[config.mk]
export PLATFORM = sky130hd
export DESIGN_NAME = mult_sequencer
export DESIGN_NICKNAME = d
export VERILOG_FILES = /design/src/rtl/mult_sequencer.sv
export SDC_FILE = /design/constraint.sdc
export NUM_CORES = 1
export LEC_CHECK = 0
export CORE_MARGIN = 8
export CORE_UTILIZATION = 42
export DETAILED_ROUTE_END_ITERATION = 10
export PLACE_DENSITY = 0.78
export SYNTH_ARGS = -nofsm -noshare
export SYNTH_HDL_FRONTEND = slang
export SYNTH_SLANG_ARGS = --single-unit
[constraint.sdc]
create_clock -name Clk -period 2.5 [get_ports Clk]
set_input_delay 0.25 -clock Clk [delete_from_list [all_inputs] [get_ports Clk]]
set_output_delay 0.25 -clock Clk [all_outputs]
set_load 0.02 [all_outputs]
[src/rtl/mult_sequencer.sv]
// rtl/mult_sequencer.sv - shift-add 32x32 multiply sequencer driving an external 33-bit adder
// Optional feature macro: MULT_SKIP_ADD_EN (fold the shift into ADD when B[0]=0).
module mult_sequencer #(
    parameter int WIDTH = 32
) (
    input  logic                 Clk,
    input  logic                 Reset_n,
    input  logic                 start,
    input  logic [WIDTH-1:0]     multiplicand,
    input  logic [WIDTH-1:0]     multiplier,
    input  logic [WIDTH-1:0]     S,
    input  logic                 x,
    output logic [WIDTH-1:0]     A,
    output logic [WIDTH-1:0]     Switches,
    output logic                 sub,
    output logic                 outputEnable,
    output logic [2*WIDTH-1:0]   product,
    output logic                 busy,
    output logic                 done
);

    localparam int CW = $clog2(WIDTH);
    localparam logic [CW-1:0] CNT_LAST = CW'(WIDTH - 1);

    typedef enum logic [1:0] {
        IDLE  = 2'd0,
        ADD   = 2'd1,
        SHIFT = 2'd2,
        DONE  = 2'd3
    } state_t;

    state_t           state;
    state_t           state_next;
    logic [WIDTH-1:0] a_q;
    logic [WIDTH-1:0] b_q;
    logic [WIDTH-1:0] m_q;
    logic             xr_q;
    logic [CW-1:0]    cnt_q;

    wire last_iter = (cnt_q == CNT_LAST);

    assign A        = a_q;
    assign Switches = m_q;
    assign product  = {a_q, b_q};

    // State register; reset aborts any operation in flight.
    always_ff @(posedge Clk or negedge Reset_n) begin
        if (!Reset_n) begin
            state <= IDLE;
        end else begin
            state <= state_next;
        end
    end

    // Next-state selection; start is only looked at in IDLE so a busy unit cannot be restarted.
    always_comb begin
        state_next = state;
        case (state)
            IDLE: begin
                if (start) begin
                    state_next = ADD;
                end
            end
            ADD: begin
`ifdef MULT_SKIP_ADD_EN
                if (b_q[0]) begin
                    state_next = SHIFT;
                end else begin
                    state_next = last_iter ? DONE : ADD;
                end
`else
                state_next = SHIFT;
`endif
            end
            SHIFT: begin
                state_next = last_iter ? DONE : ADD;
            end
            DONE: begin
                state_next = IDLE;
            end
            default: begin
                state_next = IDLE;
            end
        endcase
    end

    // Control outputs; the adder is enabled only for an ADD with a set multiplier bit.
    always_comb begin
        sub          = 1'b0;
        busy         = (state != IDLE);
        done         = (state == DONE);
        outputEnable = (state == ADD) && b_q[0];
    end

    // Datapath registers: load on accepted start, accumulate in ADD, shift {xr,A,B} right in SHIFT.
    always_ff @(posedge Clk or negedge Reset_n) begin
        if (!Reset_n) begin
            a_q   <= '0;
            b_q   <= '0;
            m_q   <= '0;
            xr_q  <= 1'b0;
            cnt_q <= '0;
        end else begin
            case (state)
                IDLE: begin
                    if (start) begin
                        m_q   <= multiplicand;
                        b_q   <= multiplier;
                        a_q   <= '0;
                        xr_q  <= 1'b0;
                        cnt_q <= '0;
                    end
                end
                ADD: begin
                    if (b_q[0]) begin
                        // Adder carry is only trusted while it is enabled.
                        a_q  <= S;
                        xr_q <= x;
                    end else begin
`ifdef MULT_SKIP_ADD_EN
                        // No add happened, so xr is 0 and the shift can be done right away.
                        a_q   <= {1'b0, a_q[WIDTH-1:1]};
                        b_q   <= {a_q[0], b_q[WIDTH-1:1]};
                        cnt_q <= cnt_q + 1'b1;
`endif
                    end
                end
                SHIFT: begin
                    a_q   <= {xr_q, a_q[WIDTH-1:1]};
                    b_q   <= {a_q[0], b_q[WIDTH-1:1]};
                    xr_q  <= 1'b0;
                    cnt_q <= cnt_q + 1'b1;
                end
                default: begin
                end
            endcase
        end
    end

endmodule
== Word-level counts from Yosys, hierarchy flattened ==
Cells that the tools add are included.

* Multiply operators: 0
* Divide/modulo/power cells: 0
* Eq/ne operators: 6
* Multiplexer cells: 13
* $lt $le $gt $ge: 0
* Bitwise operators: 0
* Add/sub/neg operators: 1
* Shift-type cells: 0
* Reductions and logical operators: 8

{| class="wikitable"
|+ Operators with widths
! cell !! count
|-
| $mux 32 || 3
|-
| $pmux 32 s3 || 1
|-
| $pmux 32 s2 || 1
|-
| $pmux 5 s2 || 1
|-
| $pmux 2 s4 || 1
|-
| $add 5x1->5 const B || 1
|-
| $eq 5x5->1 const B || 1
|-
| $mux 5 || 1
|-
| $eq 2x2->1 const B || 2
|-
| $mux 2 || 2
|-
| $ne 2x2->1 const B || 2
|-
| $reduce_and 2->1 || 2
|-
| $reduce_bool 2->1 || 2
|-
| $pmux 1 s3 || 1
|-
| $reduce_and 3->1 || 1
|-
| $reduce_bool 3->1 || 1
|-
| $eq 2x1->1 const B || 1
|-
| $logic_not 2->1 || 1
|-
| $mux 1 || 2
|-
| $logic_and 1x1->1 || 1
|}

* Memories kept: 0
* Word-level logic and storage cells: 34
* Output and inout bits: 132
* Input bits: 100
* ROM bits: 0
* Latch bits: 0
* Memory bits (writable): 0
* Register bits: 104

== Depth between registers and ports, before layout ==
Gate-level depths: netlist (run 1).

* Depth after elaboration: 3
* Depth in mapped cells: 8
* Gate-level depth less buffers: 5

== Worst setup path before layout (run 1) ==
OpenSTA, ideal clock, no wires.

* Path kind: reg2reg
* Start point: register state[0]
* End point: register a_q[22] (netlist: A[22])
* Stages on the path, launching flop included: 9
* Data required time: 2,375 ps
* Path slack: 546 ps
* Arrival time: 1,830 ps
* Setup time: 125 ps
* Cell sequence: dfrtp_1 > inv_1 > ha_1 > buf_6 > nor2b_4 > buf_6 > nor3_4 > buf_6 > mux2_2

* Cells in the longest elaborated chain, start to end: 3

{| class="wikitable"
|+ RTL lines
! what !! line !! text
|-
| from (decl) || 32 || <nowiki>state_t state;</nowiki>
|-
| from (signal assigned) || 51 || <nowiki>state <= state_next;</nowiki>
|-
| $eq 2x1->1, or another cell as far along || 104 || <nowiki>case (state)</nowiki>
|-
| $ne 2x2->1 (no source line) / $reduce_bool 3->1 (equally long branches) || n/a ||
|-
| $reduce_and 3->1 (no source line) || n/a ||
|-
| to (signal assigned) || 129 || <nowiki>a_q <= {xr_q, a_q[WIDTH-1:1]};</nowiki>
|-
| to (decl) || 34 || <nowiki>logic [WIDTH-1:0] a_q;</nowiki>
|}

Parallel ways exist; a longest one is shown, timed or not.
A chain may end at the register's enable or synchronous reset.

== Worst setup path in the final report (run 1) ==
* Start point: register state[0]
* End point: output port busy

* Cells in the longest elaborated chain, start to end: 1

{| class="wikitable"
|+ RTL lines
! what !! line !! text
|-
| $reduce_bool 2->1 || 90 || <nowiki>busy = (state != IDLE);</nowiki>
|-
| to (decl) || 18 || <nowiki>output logic busy,</nowiki>
|}

Every way passes these cells.

==> results by group, run 1 <==
Outcome
  – Status: completed

Cells and area
  – Layout cells sized above 1: 0.141
  – Most frequent cells in the layout: 229 x clkdlybuf4s50_1, 104 x dfrtp_1, 63 x mux2_2
  – Inserted Diodes: 0
  – Commonest non-fill, non-tap cell in the layout: clkdlybuf4s50_1
  – Design area: 7670 sq um
  – Area grow syn2layout: 49.6%
  – Fin nets: about 740
  – Fillers: 968
  – Area of the multi-input gates: 2110 sq um
  – Register area: 2600 sq um

Pwr
  – Max VDD drop: 702 uV
  – Pwr Density: 1400 nW/um^2
  – Final Power: 10.7 mW
  – Leak pwr: 3.21 nW

Place
  – Post-Place Worst Slack: 448 ps
  – Final Wtd Congestion: roughly 0.8
  – Placed cell areas: 7350 sq um
  – HPWL Detailed: approximately 11000 um
  – Port Buffer Count: between 200 and 250

Synth
  – Synth Warn #: 0
  – Post-Synthesis Cells: 440
  – Post-synth EDFFs: 0
  – Asr flop ratio synth: 1.00
  – Avg Inst Size Synth: 11.7 sq um
  – Mapped cell area: just over 5000 sq um
  – Netlist cell types: 29
  – Post-synth top flop: dfrtp_1
  – Seq/Total Area, Yosys: 0.507
  – Synthesized Nets: 548
  – Flops & latches, synth: 104

STA
  – Final worst setup slack: 227 ps
  – RSZ-0062 raised after global routing: no
  – Max-slew violation count: 0
  – Tightest Pin Transition: 786 ps
  – Final Hold Vio Count: 0
  – Final period util: 0.909
  – Final setup violation count: 0
  – Slew HR: 0.476
  – Post-Route Skew: between 3 and 4 ps
  – Fmax: 440 MHz
  – Fin Setup TNS: 0 ps
  – Crit path time final: 2270 ps

Drt
  – Final wirelength: 14600 um
  – Drt via density: between 5 and 6
  – DRC viols: 0
  – Iteration-0 DRC Markers: 248
  – DRT Pass-1 Iters: 4
  – Antenna violation net count after detailed routing: 0
  – WL/cell: 18.8 um
  – Vias: 4032

Critical path
  – Critical-path maximum fanout: 8
  – Critical path depth: 4
  – Critical path class: reg -> out
  – Worst path slowest cell: clkdlybuf4s50_1
  – CP most frequent cell: inv_1
  – Worst Setup Start Kind: flop
  – CP Data Required Time: 2250 ps
  – Top delay family on crit path: buffers and inverters
  – R2r worst-path depth: 6
  – Worst-path cell chain: inv_1 > ha_1 > inv_1 > clkdlybuf4s50_1
  – Buf/Inv on CP: 3
  – CP peak stage delay: roughly 580 ps
  – Crit path DAT: 2020 ps
  – Setup crit end kind: primary output

Global route
  – GRT overflow: 0
  – Vias in the first global route: 4324
  – GRT Total Usage: 0.183
  – Largest net degree at the start of global routing: 58
  – First-pass GRT wire length: 23600 um
  – Initial antenna violation count: 0

Clock network
  – CTS tree: done
  – Clk_lat worst skew: 340 ps
  – Root Driver: clkbuf_16
  – Sink Count: 104
  – Clock Path Buffers: 2
  – CTS H-Tree Depth: 3
  – Post-CTS Setup Inserts: 0
  – Clk slew on worst S/H paths: ~70 ps
  – Cts bufs inserted: 9

Die
  – Core Rows: 40
  – Die Area: 16000 sq um
  – Initial Util: 0.429
  – I/O pins: 232
  – Core Area: 12000 sq um
  – Die X: approximately 130 um
  – Die height: 127 um

Worst hold path
  – Hold Path Class: in -> async

Flow run
  – Maximum capacitance violations: 0
[worst register-to-register path: stages (launching register included)]
cell and delay, ps:
dfrtp_1 410, inv_1 200, ha_1 400, nor2b_4 340
nor3_4 80, buf_12 180, mux2_1 320
[where the power goes]
| group | internal, mW | leakage [nW] | switching (mW) |
|---|---|---|---|
| combinational | 3.09 | 1.74 | 3.07 |
| clock | 0.905 | 0.154 | 0.588 |
| sequential | 2.46 | 1.32 | 0.627 |
[cell usage after synthesis (3+ instances only)]
cell / n / area (sq um)
mux2i_1: 36 / 360
nand2_1: 38 / 143
dfrtp_1: 104 / 2600
a22oi_1: 32 / 240
buf_4: 33 / 248
buf_2: 13 / 65.1
ha_1: 8 / 100
buf_6: 5 / 56.3
nor2b_1: 33 / 206
clkbuf_1: 11 / 41.3
nand3_1: 3 / 15.0
mux2_2: 63 / 709
o21ai_0: 36 / 180
inv_1: 6 / 22.5
[flip-flops by register name (all words and copies together), names as in the netlist]
| name | count |
|---|---|
| A | 32 |
| cnt_q | 5 |
| xr_q | 1 |
| b_q | 32 |
| state | 2 |
| Switches | 32 |
[per-stage QoR]
stage / std cells / util / hold WS, ps
after floorplan: 440 / - / -45.6
after global placement: 762 / 0.614 / 328
after detailed placement: 762 / 0.614 / 332
after CTS: 779 / 0.641 / 505
after global routing: 779 / 0.641 / 516
final: 779 / 0.641 / 495
[area by class of cell]
cell class              count  share of cell area
well taps                 147              0.0240
clock inverters             3             0.00848
clock buffers              13              0.0326
inverters                   6             0.00294
flip-flops and latches    104               0.339
multi-input cells         267               0.276
repair buffers            239               0.317
[layer usage]
metal,vias up,share of wire,wire [um],GRT usage
met4,0,0.018,270,0.0552
met1,1974,0.39,5650,0.210
met2,167,0.50,7240,0.309
li1,1874,-,-,-
met5,-,0,0,0
met3,17,0.099,1450,0.0737
[path summary, 6_finish.rpt]
| path | start | end | slack, ps |
|---|---|---|---|
| min in group Clk | Switches[3]$_DFFE_PN0P_ | Switches[3]$_DFFE_PN0P_ | 500 |
| worst min-delay path | Reset_n | A[7]$_DFFE_PN0P_ | 490 |
| worst max-delay path | state[0]$_DFFE_PN0P_ | busy | 230 |
| worst min register to register | Switches[3]$_DFFE_PN0P_ | Switches[3]$_DFFE_PN0P_ | 500 |
| max in group asynchronous | Reset_n | Switches[17]$_DFFE_PN0P_ | 1280 |
| worst max register to register | state[0]$_DFFE_PN0P_ | A[11]$_DFFE_PN0P_ | 450 |
[cells by family after synthesis]
family | after synthesis | share of synthesized area
AO/OA/AOI/OAI | 75 | 0.0925
adder cells (fa/ha/maj) | 8 | 0.0195
buffers and inverters | 69 | 0.0851
flip-flops | 104 | 0.507
multiplexers | 100 | 0.211
other | 1 | 0.000731
AND/OR/NAND/NOR | 83 | 0.0839
[timing repair]
action | in CTS | in global routing
hold buffers | 1 | 0
endpoints found under the hold margin | 51 | 0
resized for setup | 0 | 0
Power figures use the tool's default switching activity.
==> run 2: changes to the inputs <==
CAP_MARGIN = 40   (was default)
==> results of run 2 <==
No change in the layout: final DEF, timing and power equal those of run 1.
==> run 3: changes to the inputs <==
CTS_CLUSTER_SIZE = 16   (was default)
GPL_TIMING_DRIVEN = 0   (was default)
==> results by group, run 3 (synthesis results as in run 1) <==
Drt
  – Iteration-0 DRC Markers: 162
  – Vias: 4245
  – DRT Pass-1 Iters: 4
  – Antenna violation net count after detailed routing: 0
  – DRC viols: 0
  – WL/cell: 18.6 um
  – Final wirelength: about 16000 um
  – Drt via density: between 5 and 6

Place
  – Port Buffer Count: 230
  – Placed cell areas: 7640 sq um
  – Post-Place Worst Slack: 16.1 ps
  – Final Wtd Congestion: between 0.8 and 0.9
  – HPWL Detailed: about 12000 um

STA
  – RSZ-0062 raised after global routing: no
  – Slew HR: 0.539
  – Final setup violation count: 0
  – Crit path time final: 2370 ps
  – Final worst setup slack: 132 ps
  – Max-slew violation count: 0
  – Fmax: 422 MHz
  – Final Hold Vio Count: 0
  – Final period util: 0.947
  – Tightest Pin Transition: 692 ps
  – Post-Route Skew: 8.46 ps
  – Fin Setup TNS: 0 ps

Global route
  – GRT overflow: 0
  – Vias in the first global route: 4416
  – GRT Total Usage: 0.190
  – Largest net degree at the start of global routing: 56
  – Initial antenna violation count: 0
  – First-pass GRT wire length: 24200 um

Pwr
  – Net Sw Frac: 0.401
  – Pwr Density: 1390 nW/um^2
  – Logic gate share of total power: 0.591
  – Max VDD drop: ~580 uV
  – Final Power: 11.1 mW
  – Sequential Power Share: 0.279
  – Clock power share: 0.130
  – Leak pwr: 3.43 nW
  – Sw Pwr: 4.44 mW
  – P_int: 6.64 mW

Clock network
  – CTS tree: done
  – Clk slew on worst S/H paths: 70 ps
  – Root Driver: clkbuf_16
  – Sink Count: 104
  – CTS H-Tree Depth: 3
  – Clk_lat worst skew: 340 ps
  – Cts bufs inserted: 9
  – Clock Path Buffers: 2
  – Post-CTS Setup Inserts: 0

Die
  – Die X: 127 um
  – Initial Util: 0.429
  – I/O pins: 232
  – Core Area: 12000 sq um
  – Die height: 127 um
  – Core Rows: 40
  – Die Area: 16000 sq um

Cells and area
  – Fin nets: 790
  – Most frequent cells in the layout: 229 x clkdlybuf4s50_1, 104 x dfrtp_1, 63 x mux2_2
  – Commonest non-fill, non-tap cell in the layout: clkdlybuf4s50_1
  – Post-layout util: 0.666
  – Layout cells sized above 1: 0.198
  – Inserted Diodes: 0
  – Area grow syn2layout: 55.4%
  – Design area: 7970 sq um

Critical path
  – CP Data Required Time: 2250 ps
  – Critical path class: reg -> out
  – Worst Setup Start Kind: flop
  – Critical-path maximum fanout: 10
  – Crit path DAT: 2120 ps
  – Setup crit end kind: primary output

Worst hold path
  – Hold Path Class: in -> reg

Flow run
  – Maximum capacitance violations: 0

Outcome
  – Status: completed
run 3: changes by cell type in the layout (fill, tap and decap cells not counted), sizes merged:
cell,before,now
bufinv,2,1
clkbuf,13,21
buf,9,54
clkinvlp,0,2
clkinv,1,2
run 3: power by group through the flow:
stage          combinational (mW)  clock [mW]  sequential [mW]
6_report                     6.55        1.44             3.10
5_1_grt                      6.99        1.54             3.20
4_1_cts                      6.61        1.48             3.09
3_5_place_dp                 6.59           0             3.12
3_3_place_gp                 6.45           0             3.07
2_1_floorplan                2.92           0             3.88
run 3: per-layer routing:
| layer | up-vias | routed length [um] | track usage |
|---|---|---|---|
| li1 | 1976 | - | - |
| met1 | 2089 | 6270 | 0.217 |
| met2 | 166 | 7690 | 0.327 |
| met3 | 14 | 1290 | 0.0637 |
| met4 | 0 | 250 | 0.0594 |
| met5 | - | 0 | 0 |
run 3: timing repair:
item,CTS,global route
resized for setup,3,1
setup endpoints to repair,1,1
hold buffers,1,0
endpoints found under the hold margin,49,0
run 3: worst max-delay path, stage by stage (launching register included):
cell	delay [ps]
dfrtp_1	410
inv_1	180
ha_4	210
clkbuf_4	210
and2_1	140
clkdlybuf4s50_1	610
run 3: area by class of cell:
| class | instances | area (sq um) |
|---|---|---|
| Fill cell | 960 | 3990 |
| Sequential cell | 104 | 2600 |
| Timing Repair Buffer | 232 | 2340 |
| Multi-Input combinational cell | 267 | 2100 |
| Buffer | 62 | 414 |
| Clock buffer | 11 | 253 |
| Tap cell | 147 | 184 |
| Clock inverter | 5 | 55.1 |
| Inverter | 6 | 22.5 |
run 3: stage by stage:
stage | hold slack, ps | cells
3_3_place_gp | 488 | 817
3_5_place_dp | 331 | 818
4_1_cts | 471 | 834
2_1_floorplan | -45.6 | 440
6_report | 481 | 834
5_1_grt | 497 | 834
run 3: final timing paths:
| check | startpoint | end | slack (ps) | depth (start not counted) |
|---|---|---|---|---|
| setup / recovery | state[1]$_DFFE_PN0P_ | outputEnable | 130 | 5 |
| hold / removal | x | xr_q$_DFFE_PN0P_ | 480 | 3 |
| setup reg to reg | state[0]$_DFFE_PN0P_ | A[9]$_DFFE_PN0P_ | 250 | 8 |
| hold reg to reg | Switches[28]$_DFFE_PN0P_ | Switches[28]$_DFFE_PN0P_ | 510 | 1 |
| max in group asynchronous | Reset_n | Switches[31]$_DFFE_PN0P_ | 1270 | 3 |
| min in group asynchronous | Reset_n | A[10]$_DFFE_PN0P_ | 520 | 2 |
